### config.mk
export PLATFORM = sky130hd
export DESIGN_NAME = fe_twm64_serial
export DESIGN_NICKNAME = d
export VERILOG_FILES = /design/src/rtl/fe_twm64_serial.sv
export SDC_FILE = /design/constraint.sdc
export NUM_CORES = 2
export LEC_CHECK = 0
export CAP_MARGIN = 20
export CORE_UTILIZATION = 50
export CTS_CLUSTER_DIAMETER = 200
export DETAILED_ROUTE_END_ITERATION = 7
export GPL_TIMING_DRIVEN = 1
export PLACE_DENSITY_LB_ADDON = 0.08
export SYNTH_ARGS = -nofsm -noshare
export SYNTH_HDL_FRONTEND = slang
export SYNTH_SLANG_ARGS = --single-unit
### constraint.sdc
create_clock -name clk -period 9.9 [get_ports clk]
set_input_delay 1.98 -clock clk [delete_from_list [all_inputs] [get_ports clk]]
set_output_delay 1.98 -clock clk [all_outputs]
set_load 0.02 [all_outputs]
### src/rtl/fe_twm64_serial.sv
// fe_twm64_serial: twiddle multiplier between the two serial BF8 stages of
// the 64-point pipeline. Each beat carries two complex samples. Sample s is
// multiplied by W64^e, where e = (s[5:3] * bitrev3(s[2:0])) mod 64. The
// result is rounded half-up and saturated. Latency is a fixed 3 cycles.
module fe_twm64_serial #(
  parameter int NBW_IN  = 11,
  parameter int NBI_IN  = 4,
  parameter int NBW_TW  = 10,
  parameter int NBI_TW  = 2,
  parameter int NBW_OUT = 12,
  parameter int NBI_OUT = 5,
  parameter int INV     = 0
) (
  input  logic                                 clk,
  input  logic                                 rst_async_n,
  input  logic                                 i_valid,
  input  logic                                 i_sof,
  input  logic signed [1:0][1:0][NBW_IN-1:0]   i_data,
  output logic                                 o_valid,
  output logic signed [1:0][1:0][NBW_OUT-1:0]  o_data
);

  localparam int FRAC_IN  = NBW_IN - NBI_IN;
  localparam int FRAC_TW  = NBW_TW - NBI_TW;
  localparam int FRAC_OUT = NBW_OUT - NBI_OUT;
  localparam int SHIFT    = FRAC_IN + FRAC_TW - FRAC_OUT;
  localparam int NBW_PROD = NBW_IN + NBW_TW;
  localparam int NBW_SUM  = NBW_PROD + 2;
  localparam int CW       = 2 * NBW_TW;

  // Q30 fixed point is used to build the coefficient tables at elaboration
  localparam int     QF   = 30;
  localparam longint PI_Q = 64'sd3373259426;

  localparam logic signed [NBW_SUM-1:0] RND  = NBW_SUM'(64'sd1 <<< (SHIFT - 1));
  localparam logic signed [NBW_SUM-1:0] MAXV = NBW_SUM'((64'sd1 <<< (NBW_OUT - 1)) - 64'sd1);
  localparam logic signed [NBW_SUM-1:0] MINV = NBW_SUM'(-(64'sd1 <<< (NBW_OUT - 1)));

  // sin(r*pi/32) in Q30 for r in 0..16, Taylor series on the first quadrant
  function automatic longint sin_q(input int r);
    longint x, x2, term, acc;
    x    = (PI_Q * r) / 32;
    x2   = (x * x) >>> QF;
    term = x;
    acc  = x;
    for (int k = 1; k < 12; k++) begin
      term = -((term * x2) >>> QF) / longint'((2 * k) * (2 * k + 1));
      acc  = acc + term;
    end
    return acc;
  endfunction

  // cos(r*pi/32) in Q30 for r in 0..16
  function automatic longint cos_q(input int r);
    longint x, x2, term, acc;
    x    = (PI_Q * r) / 32;
    x2   = (x * x) >>> QF;
    term = 64'sd1 <<< QF;
    acc  = term;
    for (int k = 1; k < 12; k++) begin
      term = -((term * x2) >>> QF) / longint'((2 * k - 1) * (2 * k));
      acc  = acc + term;
    end
    return acc;
  endfunction

  // Q30 value rounded half-up to the twiddle format
  function automatic logic [NBW_TW-1:0] to_tw(input longint v);
    longint r;
    r = (v + (64'sd1 <<< (QF - FRAC_TW - 1))) >>> (QF - FRAC_TW);
    return NBW_TW'(r);
  endfunction

  // Full table of {cos, sin} for e = 0..63 using quadrant symmetry
  function automatic logic [64*CW-1:0] build_rom();
    logic [64*CW-1:0] rom;
    longint sa, ca, cq, sq;
    rom = '0;
    for (int idx = 0; idx < 64; idx++) begin
      sa = sin_q(idx % 16);
      ca = cos_q(idx % 16);
      case (idx / 16)
        0:       begin cq =  ca; sq =  sa; end
        1:       begin cq = -sa; sq =  ca; end
        2:       begin cq = -ca; sq = -sa; end
        default: begin cq =  sa; sq = -ca; end
      endcase
      rom[idx*CW +: CW] = {to_tw(cq), to_tw(sq)};
    end
    return rom;
  endfunction

  localparam logic [64*CW-1:0] TW_ROM = build_rom();

  // Add the half LSB, shift arithmetically, then clamp to the output range
  function automatic logic signed [NBW_OUT-1:0] rnd_sat(input logic signed [NBW_SUM-1:0] x);
    logic signed [NBW_SUM-1:0] y;
    y = (x + RND) >>> SHIFT;
    if (y > MAXV)      y = MAXV;
    else if (y < MINV) y = MINV;
    return NBW_OUT'(y);
  endfunction

  logic [4:0]                        cnt;
  logic [4:0]                        beat;
  logic [1:0][5:0]                   sidx;
  logic [1:0][5:0]                   e_next;
  logic                              v1, v2;
  logic signed [1:0][1:0][NBW_IN-1:0] s1_data;
  logic [1:0][5:0]                   s1_e;
  logic signed [NBW_TW-1:0]          coef_c [2];
  logic signed [NBW_TW-1:0]          coef_s [2];
  logic signed [NBW_PROD-1:0]        prod [2][4];
  logic signed [NBW_SUM-1:0]         sum_re [2];
  logic signed [NBW_SUM-1:0]         sum_im [2];
  logic signed [1:0][1:0][NBW_OUT-1:0] o_next;

  // A valid sof beat is beat 0; both lanes derive their twiddle exponent here
  always_comb begin
    beat = i_sof ? 5'd0 : cnt;
    for (int l = 0; l < 2; l++) begin
      sidx[l]   = {beat, l[0]};
      e_next[l] = {3'b000, sidx[l][5:3]} * {3'b000, sidx[l][0], sidx[l][1], sidx[l][2]};
    end
  end

  // Beat counter advances on valid beats only and wraps naturally at 32
  always_ff @(posedge clk or negedge rst_async_n) begin
    if (!rst_async_n) cnt <= '0;
    else if (i_valid) cnt <= beat + 5'd1;
  end

  // Stage valid chain; bubbles travel with the data
  always_ff @(posedge clk or negedge rst_async_n) begin
    if (!rst_async_n) begin
      v1      <= 1'b0;
      v2      <= 1'b0;
      o_valid <= 1'b0;
    end else begin
      v1      <= i_valid;
      v2      <= v1;
      o_valid <= v2;
    end
  end

  // S1: capture samples and their twiddle exponents
  always_ff @(posedge clk or negedge rst_async_n) begin
    if (!rst_async_n) begin
      s1_data <= '0;
      s1_e    <= '0;
    end else if (i_valid) begin
      s1_data <= i_data;
      s1_e    <= e_next;
    end
  end

  // Coefficient lookup from the elaboration-time table
  always_comb begin
    for (int l = 0; l < 2; l++) begin
      coef_c[l] = $signed(TW_ROM[int'(s1_e[l])*CW + NBW_TW +: NBW_TW]);
      coef_s[l] = $signed(TW_ROM[int'(s1_e[l])*CW +: NBW_TW]);
    end
  end

  // S2: four full-precision products per lane (I*c, Q*s, Q*c, I*s)
  always_ff @(posedge clk or negedge rst_async_n) begin
    if (!rst_async_n) begin
      for (int l = 0; l < 2; l++)
        for (int k = 0; k < 4; k++)
          prod[l][k] <= '0;
    end else if (v1) begin
      for (int l = 0; l < 2; l++) begin
        prod[l][0] <= NBW_PROD'($signed(s1_data[l][0])) * NBW_PROD'(coef_c[l]);
        prod[l][1] <= NBW_PROD'($signed(s1_data[l][1])) * NBW_PROD'(coef_s[l]);
        prod[l][2] <= NBW_PROD'($signed(s1_data[l][1])) * NBW_PROD'(coef_c[l]);
        prod[l][3] <= NBW_PROD'($signed(s1_data[l][0])) * NBW_PROD'(coef_s[l]);
      end
    end
  end

  // Combine products with the rotation direction, then round and saturate
  always_comb begin
    for (int l = 0; l < 2; l++) begin
      if (INV == 0) begin
        sum_re[l] = NBW_SUM'(prod[l][0]) + NBW_SUM'(prod[l][1]);
        sum_im[l] = NBW_SUM'(prod[l][2]) - NBW_SUM'(prod[l][3]);
      end else begin
        sum_re[l] = NBW_SUM'(prod[l][0]) - NBW_SUM'(prod[l][1]);
        sum_im[l] = NBW_SUM'(prod[l][2]) + NBW_SUM'(prod[l][3]);
      end
      o_next[l][0] = rnd_sat(sum_re[l]);
      o_next[l][1] = rnd_sat(sum_im[l]);
    end
  end

  // S3: output register holds its value through bubbles
  always_ff @(posedge clk or negedge rst_async_n) begin
    if (!rst_async_n) o_data <= '0;
    else if (v2)      o_data <= o_next;
  end

endmodule
After elaboration in Yosys (flattened, before gate mapping)
Index checks and enable logic that the tools add are counted.
W data, S select, Z words.
- add/subtract/negate cells: 11
- $mul: 12
- order comparisons: 8
- shift-type cells: 4
- muxes and demuxes: 9
- operator list (kind ; count):
    $shiftx A1280 B32 Y10 const A ; 2
    $shiftx A1280 B11 Y10 const A ; 1
    $shiftx A1280 B12 Y10 const A ; 1
    $mul A11 B10 Y21 ; 8
    $mux W12 ; 8
    $add A22 B9 Y23 const B ; 4
    $add A32 B5 Y32 const B ; 2
    $gt A15 B12 Y1 const B ; 4
    $lt A15 B12 Y1 const B ; 4
    $add A21 B21 Y22 ; 2
    $sub A21 B21 Y22 ; 2
    $mul A6 B3 Y9 const B ; 1
    $mul A5 B3 Y8 const B ; 1
    $mul A3 B3 Y6 ; 1
    $add A5 B1 Y5 const B ; 1
    $mul A3 B2 Y5 ; 1
    $mux W5 ; 1
- register bits after elaboration: 279
- input port bits: 48
- output and inout port bits: 49
- word-level logic and storage cells: 66

Depth between registers and ports, before layout
- depth after elaboration: 5
- mapped depth: 41
- gate-level depth less buffers: 35

Worst setup path before layout
OpenSTA, ideal clock, no wires.
- path type: register to register
- start: register s1_e[6] in the netlist's numbering
- end: register prod[41] in the netlist's numbering
- arrival: 8.672 ns
- data required time: 9.758 ns
- setup slack: 1.086 ns
- cell stages (with the launch flop): 42
- path buffers: 8
- period minus slack after synthesis: 8.814 ns
- cell sequence: dfrtp_1 clkbuf_1 inv_1 clkbuf_1 clkbuf_1 ha_1 ha_1 buf_2 buf_2 buf_1 buf_1 o21ai_0 o31ai_1 a221oi_1 a311oi_1 a21oi_1 nor2_1 a21oi_1 (+6 left out) inv_1 fa_1 inv_1 fa_1 inv_1 fa_1 inv_1 ha_1 inv_1 nor2_1 nor2_1 nor3_1 a211o_1 o211a_1 or3_1 a31oi_1 xnor2_1 mux2i_1
- cells in the longest elaborated chain, start to end: 4
- RTL lines (element ; RTL line ; source):
    start: declaration ; 110 ; logic [1:0][5:0] s1_e;
    start signal: assignment ; 153 ; s1_e <= e_next;
    $mul A6 B3 Y9 ; 160 ; coef_c[l] = $signed(TW_ROM[int'(s1_e[l])*CW + NBW_TW +: NBW_TW]);
    $add A32 B5 Y32 ; 160 ;
    $shiftx A1280 B32 Y10 ; 160 ;
    $mul A11 B10 Y21 ; 175 ; prod[l][2] <= NBW_PROD'($signed(s1_data[l][1])) * NBW_PROD'(coef_c[l]);
    end signal: indexed assignment ; 174 ; prod[l][1] <= NBW_PROD'($signed(s1_data[l][1])) * NBW_PROD'(coef_s[l]);
    end signal: indexed assignment ; 175 ;
    end signal: indexed assignment ; 176 ; prod[l][3] <= NBW_PROD'($signed(s1_data[l][0])) * NBW_PROD'(coef_s[l]);
    end: declaration ; 113 ; logic signed [NBW_PROD-1:0] prod [2][4];
Every way passes these cells.
A chain may end at the register's enable or synchronous reset.

==> summary.txt <==
Status
  – Status: finished, final reports clean

Worst setup path
  – Worst r2r path cells: 34
  – Setup crit end kind: flip-flop
  – CP Max Fanout: 46
  – Critical path arrival: 10.06 ns
  – Reg-to-reg setup timing slack: 0.39 ns
  – Worst path max stage delay: 0.82 ns
  – Critical Path Start: s1_e[6]
  – CP max-delay cell: a2111oi_0
  – CP Class: flip-flop to flip-flop
  – CP startpoint kind: flip-flop
  – Crit-path most repeated cell: inv_1
  – RR Startpoint: s1_e[6]
  – Worst endpoint required time: 10.45 ns
  – Reg2Reg Capture Point: prod[124]
  – Critical Path End: prod[124]

Clock network
  – CTS sink cnt: 277
  – CTS H-tree lvls: 2
  – CTS Root Cell: clkbuf_16
  – TritonCTS Buffers: 38
  – Clk_lat worst skew: 0.63 ns
  – CTS tree: built
  – CTS Buffer Depth: 3
  – Reg clk slew, reported paths: 0.07 ns

Logic synthesis
  – Area leader, netlist: fa_1
  – Synth Area in Compound Gates: 14.48%
  – Synth area leaders: fa_1 (27%), ha_1 (14%), dfrtp_1 (12%)
  – Async set-reset flop share out of synthesis: 100.0%
  – Dominant synthesized flop cell: dfrtp_1
  – Register bit total from synthesis: 277
  – Warnings from Yosys: 0
  – Synthesized area: 0.05837 sq mm
  – Post-synthesis mux area share: 3.708%
  – Post-synth EDFFs: 0
  – Syn_nets: 8262
  – Adder and majority gate portion of the synthesized area: 40.11%
  – Mapped Cells: 6807
  – Post-Synth XOR/XNOR Area: 3.895%
  – Simple-Gate Fraction of Synth Area: 16.04%
  – Syn_area_per_cell: 8.576 sq um
  – Distinct cells, synth: 91
  – Synth top area share: 26.54%
  – Largest family of logic cells by synthesized area: adder cells
  – Sequential-to-total area share from yosys stat: 11.87%

Placed design
  – Placed Instances: 8207
  – IO buf count: 96
  – Post-DP Area: 0.06157 sq mm
  – Routability cong.: 1.018
  – Post-DP HPWL: 148300 um

Die
  – Starting Density: 50.78%
  – Placement Rows: 124
  – Die height: 343.7 um
  – CORE AREA: 0.1150 sq mm
  – Ports: 97
  – Die footprint: 0.1181 sq mm
  – Chip Width: 343.7 um

Routing
  – Antenna Nets Post-Route: 0
  – WL per Instance: 23.06 um
  – Post-Route WL: 191100 um
  – Starting DRT DRC Count: 4393
  – Vias post-DR: 48920
  – First drt pass iteration count: 6
  – DRC: 0
  – Via density per instance: 5.904

GRT
  – Tot GR Track Use: 32.84%
  – Global-route wire length before repair: 297500 um
  – Largest net degree at the start of global routing: 160
  – GRT Residual Overflow: 0
  – Vias in the first global route: 49210
  – Antenna violations before repair: 6

Timing
  – Final Cycle Share: 96.09%
  – FMAX: 105.1 MHz
  – Fin crit period: 9.513 ns
  – Final setup viols: 0
  – Least-Margin Pin Slew: 1.142 ns
  – Fin. max-slew vios: 0
  – Final Hold Vio Count: 0
  – RSZ-0062 raised after global routing: false
  – Rel. slew slack: 23.86%
  – Clock Skews: 0.03746 ns
  – Setup tns final: 0 ns

Flow run
  – Max Cap Viol: 0

Cells and area
  – Share of post-route cells with drive strength above 1: 8.405%
  – Design Area, Final: 0.06299 sq mm
  – Final net count: 8196
  – Commonest non-fill, non-tap cells in the layout: inv_1 (1037), fa_1 (774), nand2_1 (659)
  – Commonest non-fill, non-tap cell in the layout: inv_1
  – Post-layout util: 54.79%
  – Final Instance Count excl. Fillers: 8286
  – P&R area growth vs syn: 7.907%

Worst hold path
  – Hold Crit Class: flip-flop to flip-flop
[what timing repair did]
action	in CTS	in global routing
gates resized for setup	0	2
hold buffers	0	0
setup endpoints to repair	0	10
setup buffers	0	3
[sequential cells by signal (all words and copies together), names as in the netlist]
register and flops:
prod 168, o_data 48, s1_data 44, s1_e 9, cnt 5, o_valid 1, v1 1, v2 1
[metrics by stage]
step	setup slack, ns	hold slack [ns]
2_1_floorplan	1.086	0.3976
5_1_grt	0.02802	0.5070
3_3_place_gp	0.4376	0.4621
4_1_cts	0.2900	0.4855
3_5_place_dp	0.3503	0.4722
6_report	0.3872	0.4755
[metal layers]
layer  vias up  GRT usage, %  wire, um
li1      22230             -         -
met1     24310         47.21     86170
met2      1979         49.18     81470
met3       408         5.686     15460
met4         0         12.49      7954
met5         -             0         0
[worst max-delay path: cells and delay by family, from the launching register on]
kind,cells,cell delay [ns]
AO/OA/AOI/OAI,11,2.68
buffers and inverters,8,1.09
flip-flops,1,0.53
adder cells (fa/ha/maj),8,3.42
XOR/XNOR,1,0.21
AND/OR/NAND/NOR,6,1.46
[cells by family after synthesis]
group           count (synthesis)
compound gates               1280
buf+inv                      1479
flops                         277
simple gates                 1934
fa+ha+maj                    1407
xor+xnor                      251
mux                           179
[synthesized netlist by cell type (15+ instances only)]
cell type / instances
buf_2: 116
mux2_2: 138
mux2i_1: 25
ha_1: 633
clkbuf_1: 278
o211ai_1: 73
xor2_1: 58
a221o_1: 33
inv_1: 1037
or3_1: 27
a31oi_1: 65
o311ai_0: 38
o31ai_1: 27
and3_1: 35
mux4_2: 16
a211oi_1: 83
xnor2_1: 183
a21o_1: 74
o21bai_1: 20
o21ai_0: 255
and2_1: 383
a311oi_1: 42
nor2_1: 357
nand3_1: 111
nor2b_1: 94
nor3_1: 100
nor3b_1: 15
nand2_1: 659
or2_2: 38
dfrtp_1: 277
o22ai_1: 16
a21oi_1: 347
a211o_1: 20
a221oi_1: 17
nand2b_1: 62
buf_1: 26
o21a_1: 21
fa_1: 774
[worst min path at each step]
stage,slack [ns],from,cells past startpoint,endpoint
floorplan,0.40,v1,0,v2
global placement,0.46,o_data[47],1,o_data[47]
detailed placement,0.47,o_data[47],1,o_data[47]
CTS,0.49,o_data[47],1,o_data[47]
global route,0.51,o_data[47],1,o_data[47]
finish,0.48,o_data[47],1,o_data[47]
[layout make-up]
cell class | count | area [sq um]
fillers | 10790 | 51970
multi-input cells | 5051 | 46000
diodes | 4 | 10.01
flip-flops and latches | 277 | 6938
inverters | 1041 | 3908
clock inverters | 19 | 267.8
clock buffers | 50 | 1077
repair buffers | 332 | 2899
well taps | 1512 | 1892
Power is left out: the tool's default activity adds up to more than one toggle a clock period on the data nets, which glitch-free logic cannot reach.
